`src/rtl/piso_rr_scheduler.sv`:
```
// piso_rr_scheduler
//   Round-robin scheduler feeding a parallel-in/serial-out shifter. Requesters
//   present a word on din with req held; the winner gets a one-cycle gnt pulse
//   and its word is serialized LSB first, one bit per clock, with framing
//   strobes and the owner index. Frames can run back-to-back with no gap.
//
//   Optional feature: define PISO_RR_SCHEDULER_PARITY_EN to append an even
//   parity bit after the data bits (frame length DATA_WIDTH+1).
//
// Ports
//   clk         clock, all state on rising edge
//   reset       asynchronous, active-high reset
//   req         per-requester word pending
//   din         packed words, word i at din[i*DATA_WIDTH +: DATA_WIDTH]
//   gnt         one-hot acceptance pulse, word captured on that edge
//   dout        serial data, LSB first
//   dout_valid  dout carries a frame bit
//   dout_first  first bit of frame (data bit 0)
//   dout_last   final bit of frame
//   dout_id     requester owning the current frame
module piso_rr_scheduler #(
    parameter int DATA_WIDTH = 16,
    parameter int NUM_REQ    = 4
) (
    input  logic                          clk,
    input  logic                          reset,
    input  logic [NUM_REQ-1:0]            req,
    input  logic [NUM_REQ*DATA_WIDTH-1:0] din,
    output logic [NUM_REQ-1:0]            gnt,
    output logic                          dout,
    output logic                          dout_valid,
    output logic                          dout_first,
    output logic                          dout_last,
    output logic [$clog2(NUM_REQ)-1:0]    dout_id
);

    localparam int IDW = $clog2(NUM_REQ);
    localparam int CW  = $clog2(DATA_WIDTH);
    localparam int unsigned NR = NUM_REQ;
    localparam logic [CW-1:0] LAST = CW'(DATA_WIDTH - 1);

`ifdef PISO_RR_SCHEDULER_PARITY_EN
    typedef enum logic [1:0] {IDLE, SHIFT, PARITY} state_t;
`else
    typedef enum logic {IDLE, SHIFT} state_t;
`endif

    state_t                state;
    state_t                nxt;
    logic [IDW-1:0]        p;
    logic [CW-1:0]         cnt;
    logic [DATA_WIDTH-1:0] shreg;
`ifdef PISO_RR_SCHEDULER_PARITY_EN
    logic                  par;
`endif

    logic                  found;
    logic [IDW-1:0]        win;
    int unsigned           idx;
    logic [DATA_WIDTH-1:0] word;
    logic                  last_bit;
    logic                  grant_ok;
    logic                  take;

    // Round-robin pick: first set req scanning upward from p, wrapping.
    always_comb begin
        found = 1'b0;
        win   = '0;
        idx   = 0;
        for (int unsigned i = 0; i < NR; i++) begin
            idx = (32'(p) + i) % NR;
            if (!found && req[IDW'(idx)]) begin
                found = 1'b1;
                win   = IDW'(idx);
            end
        end
    end

    always_comb begin
        word = '0;
        for (int unsigned i = 0; i < NR; i++) begin
            if (win == IDW'(i)) begin
                word = din[i*DATA_WIDTH +: DATA_WIDTH];
            end
        end
    end

    assign last_bit = (state == SHIFT) && (cnt == LAST);

    // Grants are only offered when the shifter is free next cycle: in IDLE or
    // on the final cycle of the current frame.
`ifdef PISO_RR_SCHEDULER_PARITY_EN
    assign grant_ok = (state == IDLE) || (state == PARITY);
`else
    assign grant_ok = (state == IDLE) || last_bit;
`endif
    assign take = grant_ok && found;

    always_comb begin
        gnt = '0;
        if (take && !reset) begin
            for (int unsigned i = 0; i < NR; i++) begin
                if (win == IDW'(i)) begin
                    gnt[i] = 1'b1;
                end
            end
        end
    end

    always_comb begin
        nxt = state;
        case (state)
            IDLE: begin
                if (take) nxt = SHIFT;
            end
            SHIFT: begin
                if (last_bit) begin
`ifdef PISO_RR_SCHEDULER_PARITY_EN
                    nxt = PARITY;
`else
                    nxt = take ? SHIFT : IDLE;
`endif
                end
            end
`ifdef PISO_RR_SCHEDULER_PARITY_EN
            PARITY: begin
                nxt = take ? SHIFT : IDLE;
            end
`endif
            default: nxt = IDLE;
        endcase
    end

    always_ff @(posedge clk or posedge reset) begin
        if (reset) begin
            state   <= IDLE;
            p       <= '0;
            cnt     <= '0;
            shreg   <= '0;
            dout_id <= '0;
`ifdef PISO_RR_SCHEDULER_PARITY_EN
            par     <= 1'b0;
`endif
        end else begin
            state <= nxt;
            if (take) begin
                shreg   <= word;
                dout_id <= win;
                cnt     <= '0;
                p       <= (win == IDW'(NUM_REQ - 1)) ? '0 : win + 1'b1;
`ifdef PISO_RR_SCHEDULER_PARITY_EN
                par     <= ^word;
`endif
            end else if (state == SHIFT) begin
                shreg <= shreg >> 1;
                cnt   <= last_bit ? '0 : cnt + 1'b1;
            end
        end
    end

    always_comb begin
        dout       = 1'b0;
        dout_valid = 1'b0;
        dout_first = 1'b0;
        dout_last  = 1'b0;
        if (state == SHIFT) begin
            dout       = shreg[0];
            dout_valid = 1'b1;
            dout_first = (cnt == '0);
`ifndef PISO_RR_SCHEDULER_PARITY_EN
            dout_last  = last_bit;
`endif
        end
`ifdef PISO_RR_SCHEDULER_PARITY_EN
        if (state == PARITY) begin
            dout       = par;
            dout_valid = 1'b1;
            dout_last  = 1'b1;
        end
`endif
    end

endmodule

```
`config.mk`:
```
export PLATFORM = sky130hd
export DESIGN_NAME = piso_rr_scheduler
export DESIGN_NICKNAME = d
export VERILOG_FILES = /design/src/rtl/piso_rr_scheduler.sv
export SDC_FILE = /design/constraint.sdc
export NUM_CORES = 1
export LEC_CHECK = 0
export CORE_ASPECT_RATIO = 2
export CORE_UTILIZATION = 30
export CTS_CLUSTER_SIZE = 8
export DETAILED_ROUTE_END_ITERATION = 16
export GPL_TIMING_DRIVEN = 1
export PLACE_DENSITY = 0.71
export SLEW_MARGIN = 20
export SYNTH_ARGS = -nofsm -noshare
export SYNTH_HDL_FRONTEND = slang
export SYNTH_SLANG_ARGS = --single-unit
```
`constraint.sdc`:
```
create_clock -name clk -period 2.6 [get_ports clk]
set_input_delay 0.52 -clock clk [delete_from_list [all_inputs] [get_ports clk]]
set_output_delay 0.52 -clock clk [all_outputs]
set_load 0.005 [all_outputs]
```
Word-level counts from Yosys, hierarchy flattened. Cells that the tools add are included.

Add/sub/neg operators: 5. Magnitude comparators: 4. Equal/unequal tests: 4. Mux-type cells: 38. Bitwise gates (word level): 1. Reductions and logical operators: 14.

Operator list (count): $mux 16 (6); $mux 1 (18); $mux 4 (4); $lt 2x3->1 const B (4); $mux 2 (5); $bmux 1 s2 (4); $logic_and 1x1->1 (6); $add 2x1->2 const B (2); $add 2x2->2 const B (2); $add 4x1->4 const B (1); $eq 2x2->1 const B (2); $eq 4x4->1 const B (1); $logic_not 1->1 (4); $logic_not 4->1 (1); $eq 2x1->1 const B (1); $logic_not 2->1 (1); $pmux 1 s2 (1); $reduce_bool 2->1 (1); $logic_or 1x1->1 (1); $not 1->1 (1).

Register bits after elaboration: 25. Bits of input ports: 70. Output and inout port bits: 10.

Logic depth before layout (Yosys ltp). Gate-level depths: netlist of the first run.

Word-level depth: 18. Mapped depth: 11. Depth with buffers taken out: 9.

Worst setup path after synthesis of the first run. No wires, ideal clock.

Kind: input to register. Start: input req[1]. End: register shreg[13]. Setup time: 0.126 ns. Arrival: 2.511 ns. Required time: 2.474 ns. Slack: -0.037 ns. Cell stages on the path: 11. Buffers on the path: 2. Cell sequence: a21boi_0 -> o22ai_1 -> a21oi_1 -> inv_1 -> ha_1 -> or2_2 -> clkbuf_1 -> clkbuf_1 -> a221oi_1 -> nor3_1 -> a221o_1.

Longest elaborated chain between the ends: 18.

Ends and longest elaborated chain: start, declared (line 27) `input logic [NUM_REQ-1:0] req,`; $bmux 1 s2 (line 72) `if (!found && req[IDW'(idx)]) begin`; $mux 1 (implied by the code) (line 72); $mux 1 (line 72); $logic_not 1->1 (line 72); $logic_and 1x1->1 (line 72); $mux 1 (line 72); $logic_not 1->1 (line 72); $logic_and 1x1->1 (line 72); $mux 1 (line 72); $logic_not 1->1 (line 72); $logic_and 1x1->1 (line 72); $mux 2 * (line 72); named net win[0] (line 58) `logic [IDW-1:0] win;`; $logic_not 2->1 (line 82) `if (win == IDW'(i)) begin`; $mux 16 (3 in a row) (line 82); $mux 16 * (line 82); $mux 16 * (line 146) `if (take) begin`; end signal, assigned (line 147) `shreg <= word;`; end signal, assigned (line 155) `shreg <= shreg >> 1;`; end, declared (line 52) `logic [DATA_WIDTH-1:0] shreg;`.

The timed path passes the listed nets; every way through them passes the cells marked *. The select of a mux whose other input is x is not followed. A chain may end at the register's enable or synchronous reset.

Final worst setup path of the first run.
Start: input req[1]. End: register shreg[1].

The elaborated chain is that of the path after synthesis.

==> run summary, run 1 <==
Switch Pwr: 763 uW
Mapped Nets: 238
Max Cap Viol: 0
slack of the worst reg-to-reg path: 100 ps
Synth top area share: 39.7%
Final HPWL DP: 4.19 mm
final hold vios: 0
DRC violations left: 0
Die ar.: 0.00557 mm2
yosys warns: 0
static leakage: 0.00114 uW
DRT Pass-1 Iters: 4
Core Box Area: 0.00509 mm2
Flop pwr share: 31.2%
chip height: 105 um
# rows: 37
PnR worst setup slack: 52.7 ps
r2r worst-path depth: 13
drt via density: 5.60
GR Overflow Total: 0
CTS tree: yes
clock slew at reported path FFs: 90 ps
first-pass GRT wire length: 8.37 mm
ys flop type: dfrtp_1
GRT Resource Usage Total: 20.3%
Post-synth top cells: dfrtp_1 (25), o22ai_1 (17), a221oi_1 (16), a221o_1 (15), nor3_1 (15)
Slew headroom: 74.9%
skew final: 4.75 ps
worst slew pin tran: 368 ps
dominant cell type by area after synthesis: dfrtp_1
Detailed Route WL: 5.36 mm
H-tree depth: 1
DR WL/cell: 16.8 um
final setup violation count: 0
I/O pins: 80
cell at the root of the clock tree: clkbuf_8
Setup crit start kind: primary input
worst slack at placement: -535 ps
Synth Area per Inst: 9.74 um2
clk_lat worst skew: 270 ps
vias in the first global route: 1766
CP endpoint kind: register
Final GP Congestion: 0.817
Area contributors post-synth: dfrtp_1 (40%), a221o_1 (9.5%), a221oi_1 (8.9%)
post-route ant nets: 0
sw frac: 37.2%
Initial Util: 31.0%
asr flop ratio synth: 100%
initial detailed-routing violation count: 58
Worst Hold Path Cells: 1
Hold Crit Class: reg2reg
Post-Syn Area: 0.00158 mm2
Pins Over Slew Limit: 0
synthesized instance count: 162
outcome: finished clean
Post-synth EDFFs: 0
Seq cells post-synth: 25
Die Wd: 53.3 um
PD cells: 742 mW/mm2
Max VDD drop: 554 uV
CTS Buf Count: 3
sequential share of the synthesized area: 39.7%
Hold Path End: dout_id[0]
fin nets: 339
Critical Path AT: 2710 ps
Tcrit/Tclk final: 98.0%
CTS Sinks: 25
initial antenna violation count: 0
pin count of the biggest net entering global routing: 26
RSZ-0062 raised after global routing: true
maximum clock rate: 393 MHz
Area growth syn-to-layout: 74.9%
Int Power: 1290 uW
clock share of power: 11.5%
Clock Path Buffers: 2
combinational group share of total power: 57.3%
CTS hold repair buffers: 0
Port-buffer cells: 79
layout cells sized above 1: 24.4%
CP required: 2770 ps
Vias: 1792
CP Class: in2reg
Distinct cells, synth: 37
fin crit period: 2550 ps
Worst Path Max Fanout: 9
TNS Setup: 0 ps
worst reg2reg startpoint: p[1]
Filler cells: 471
Overall Power: 2050 uW
most common cell in the netlist: dfrtp_1
r2r endpoint: shreg[1]
Worst Min Path Start: dout_id[0]
diode count: 0
-- worst max-delay path by stage --
stage / startpoint / end / slack, ps / depth (start not counted)
2_1_floorplan: req[1] / shreg[13] / 60 / 11
4_1_cts: req[0] / gnt[0] / 7 / 9
3_5_place_dp: req[0] / shreg[12] / -540 / 10
5_1_grt: p[1] / shreg[4] / -20 / 13
3_3_place_gp: req[0] / gnt[0] / -470 / 8
6_report: req[1] / shreg[1] / 50 / 14
-- placed cells by master (no fill, tap or decap), types with 3 or more instances in the layout --
cell,instances
o22ai_1,6
clkbuf_8,3
ha_1,3
clkdlybuf4s50_1,71
dlygate4sd2_1,4
o21ai_0,5
o22ai_2,10
nor2_1,3
dfrtp_1,24
nand2_1,7
a221oi_1,14
buf_4,29
inv_1,9
ha_2,3
a21oi_1,3
a221o_1,15
nor3_1,14
-- kinds of logic after synthesis --
| group | Yosys count | share of synthesized area (%) |
|---|---|---|
| compound gates | 66 | 33.6 |
| xor+xnor | 1 | 0.555 |
| fa+ha+maj | 6 | 4.76 |
| buf+inv | 22 | 6.50 |
| flops | 25 | 39.7 |
| mux | 2 | 1.35 |
| simple gates | 40 | 13.6 |
-- worst max-delay path: stages --
cell and delay [ps]:
dlygate4sd2_1 260, a21boi_1 140, o22ai_1 180, a21oi_2 60, buf_4 140, buf_4 120
ha_2 170, buf_4 130, buf_4 130, nand2b_1 170, buf_4 190, o22ai_1 160
nor3_1 80, a221o_1 260
-- flip-flops by register name (all words and copies together) (netlist names) --
name     cells
cnt          4
shreg       16
p            2
dout_id      2
state        1
-- per-stage QoR --
stage,hold WS (ps),std cells,instance area [um2],util (%)
2_1_floorplan,449,162,1580,-
3_3_place_gp,489,309,2560,50.3
3_5_place_dp,496,309,2560,50.3
4_1_cts,520,319,2690,52.9
5_1_grt,538,320,2760,54.2
6_report,511,320,2760,54.2
-- power groups by stage --
stage                     Clock, uW  Combinational, uW  Sequential (uW)
after floorplan                   0                605              612
after global placement            0                986              641
after detailed placement          0               1020              645
after CTS                       243               1110              640
after global routing            256               1280              659
final                           236               1170              639
-- area by class of cell --
cell class | instances | area, um2 | share of cell area, %
Clock buffer | 3 | 41.3 | 1.50
Clock inverter | 1 | 7.51 | 0.272
Inverter | 9 | 33.8 | 1.22
Multi-Input combinational cell | 115 | 970 | 35.1
Sequential cell | 25 | 627 | 22.7
Tap cell | 58 | 72.6 | 2.63
Timing Repair Buffer | 109 | 1010 | 36.5
-- repair_timing --
action / CTS / global route
pin swaps: 3 / 1
gates resized for setup: 21 / 19
setup endpoints to repair: 19 / 18
endpoints found under the hold margin: 0 / 0
buffers inserted: 6 / 1
-- metal layers --
layer  share of wire (%)  GRT usage [%]  up-vias
li1                    -              -      852
met1                  36           24.3      876
met2                  58           35.8       56
met3                 4.1           1.02        8
met4                 2.1           7.89        0
met5                   0              0        -
Note: power is estimated with default switching activity, not from simulation.
==> run 2: changes to the inputs <==
--- a/config.mk
+++ b/config.mk
@@ -11,6 +11,7 @@
 export DETAILED_ROUTE_END_ITERATION = 16
 export GPL_TIMING_DRIVEN = 1
 export PLACE_DENSITY = 0.71
+export SKIP_LAST_GASP = 1
 export SLEW_MARGIN = 20
 export SYNTH_ARGS = -nofsm -noshare
 export SYNTH_HDL_FRONTEND = slang
==> results of run 2 <==
Final layout, timing and power as in run 1 (identical DEF).
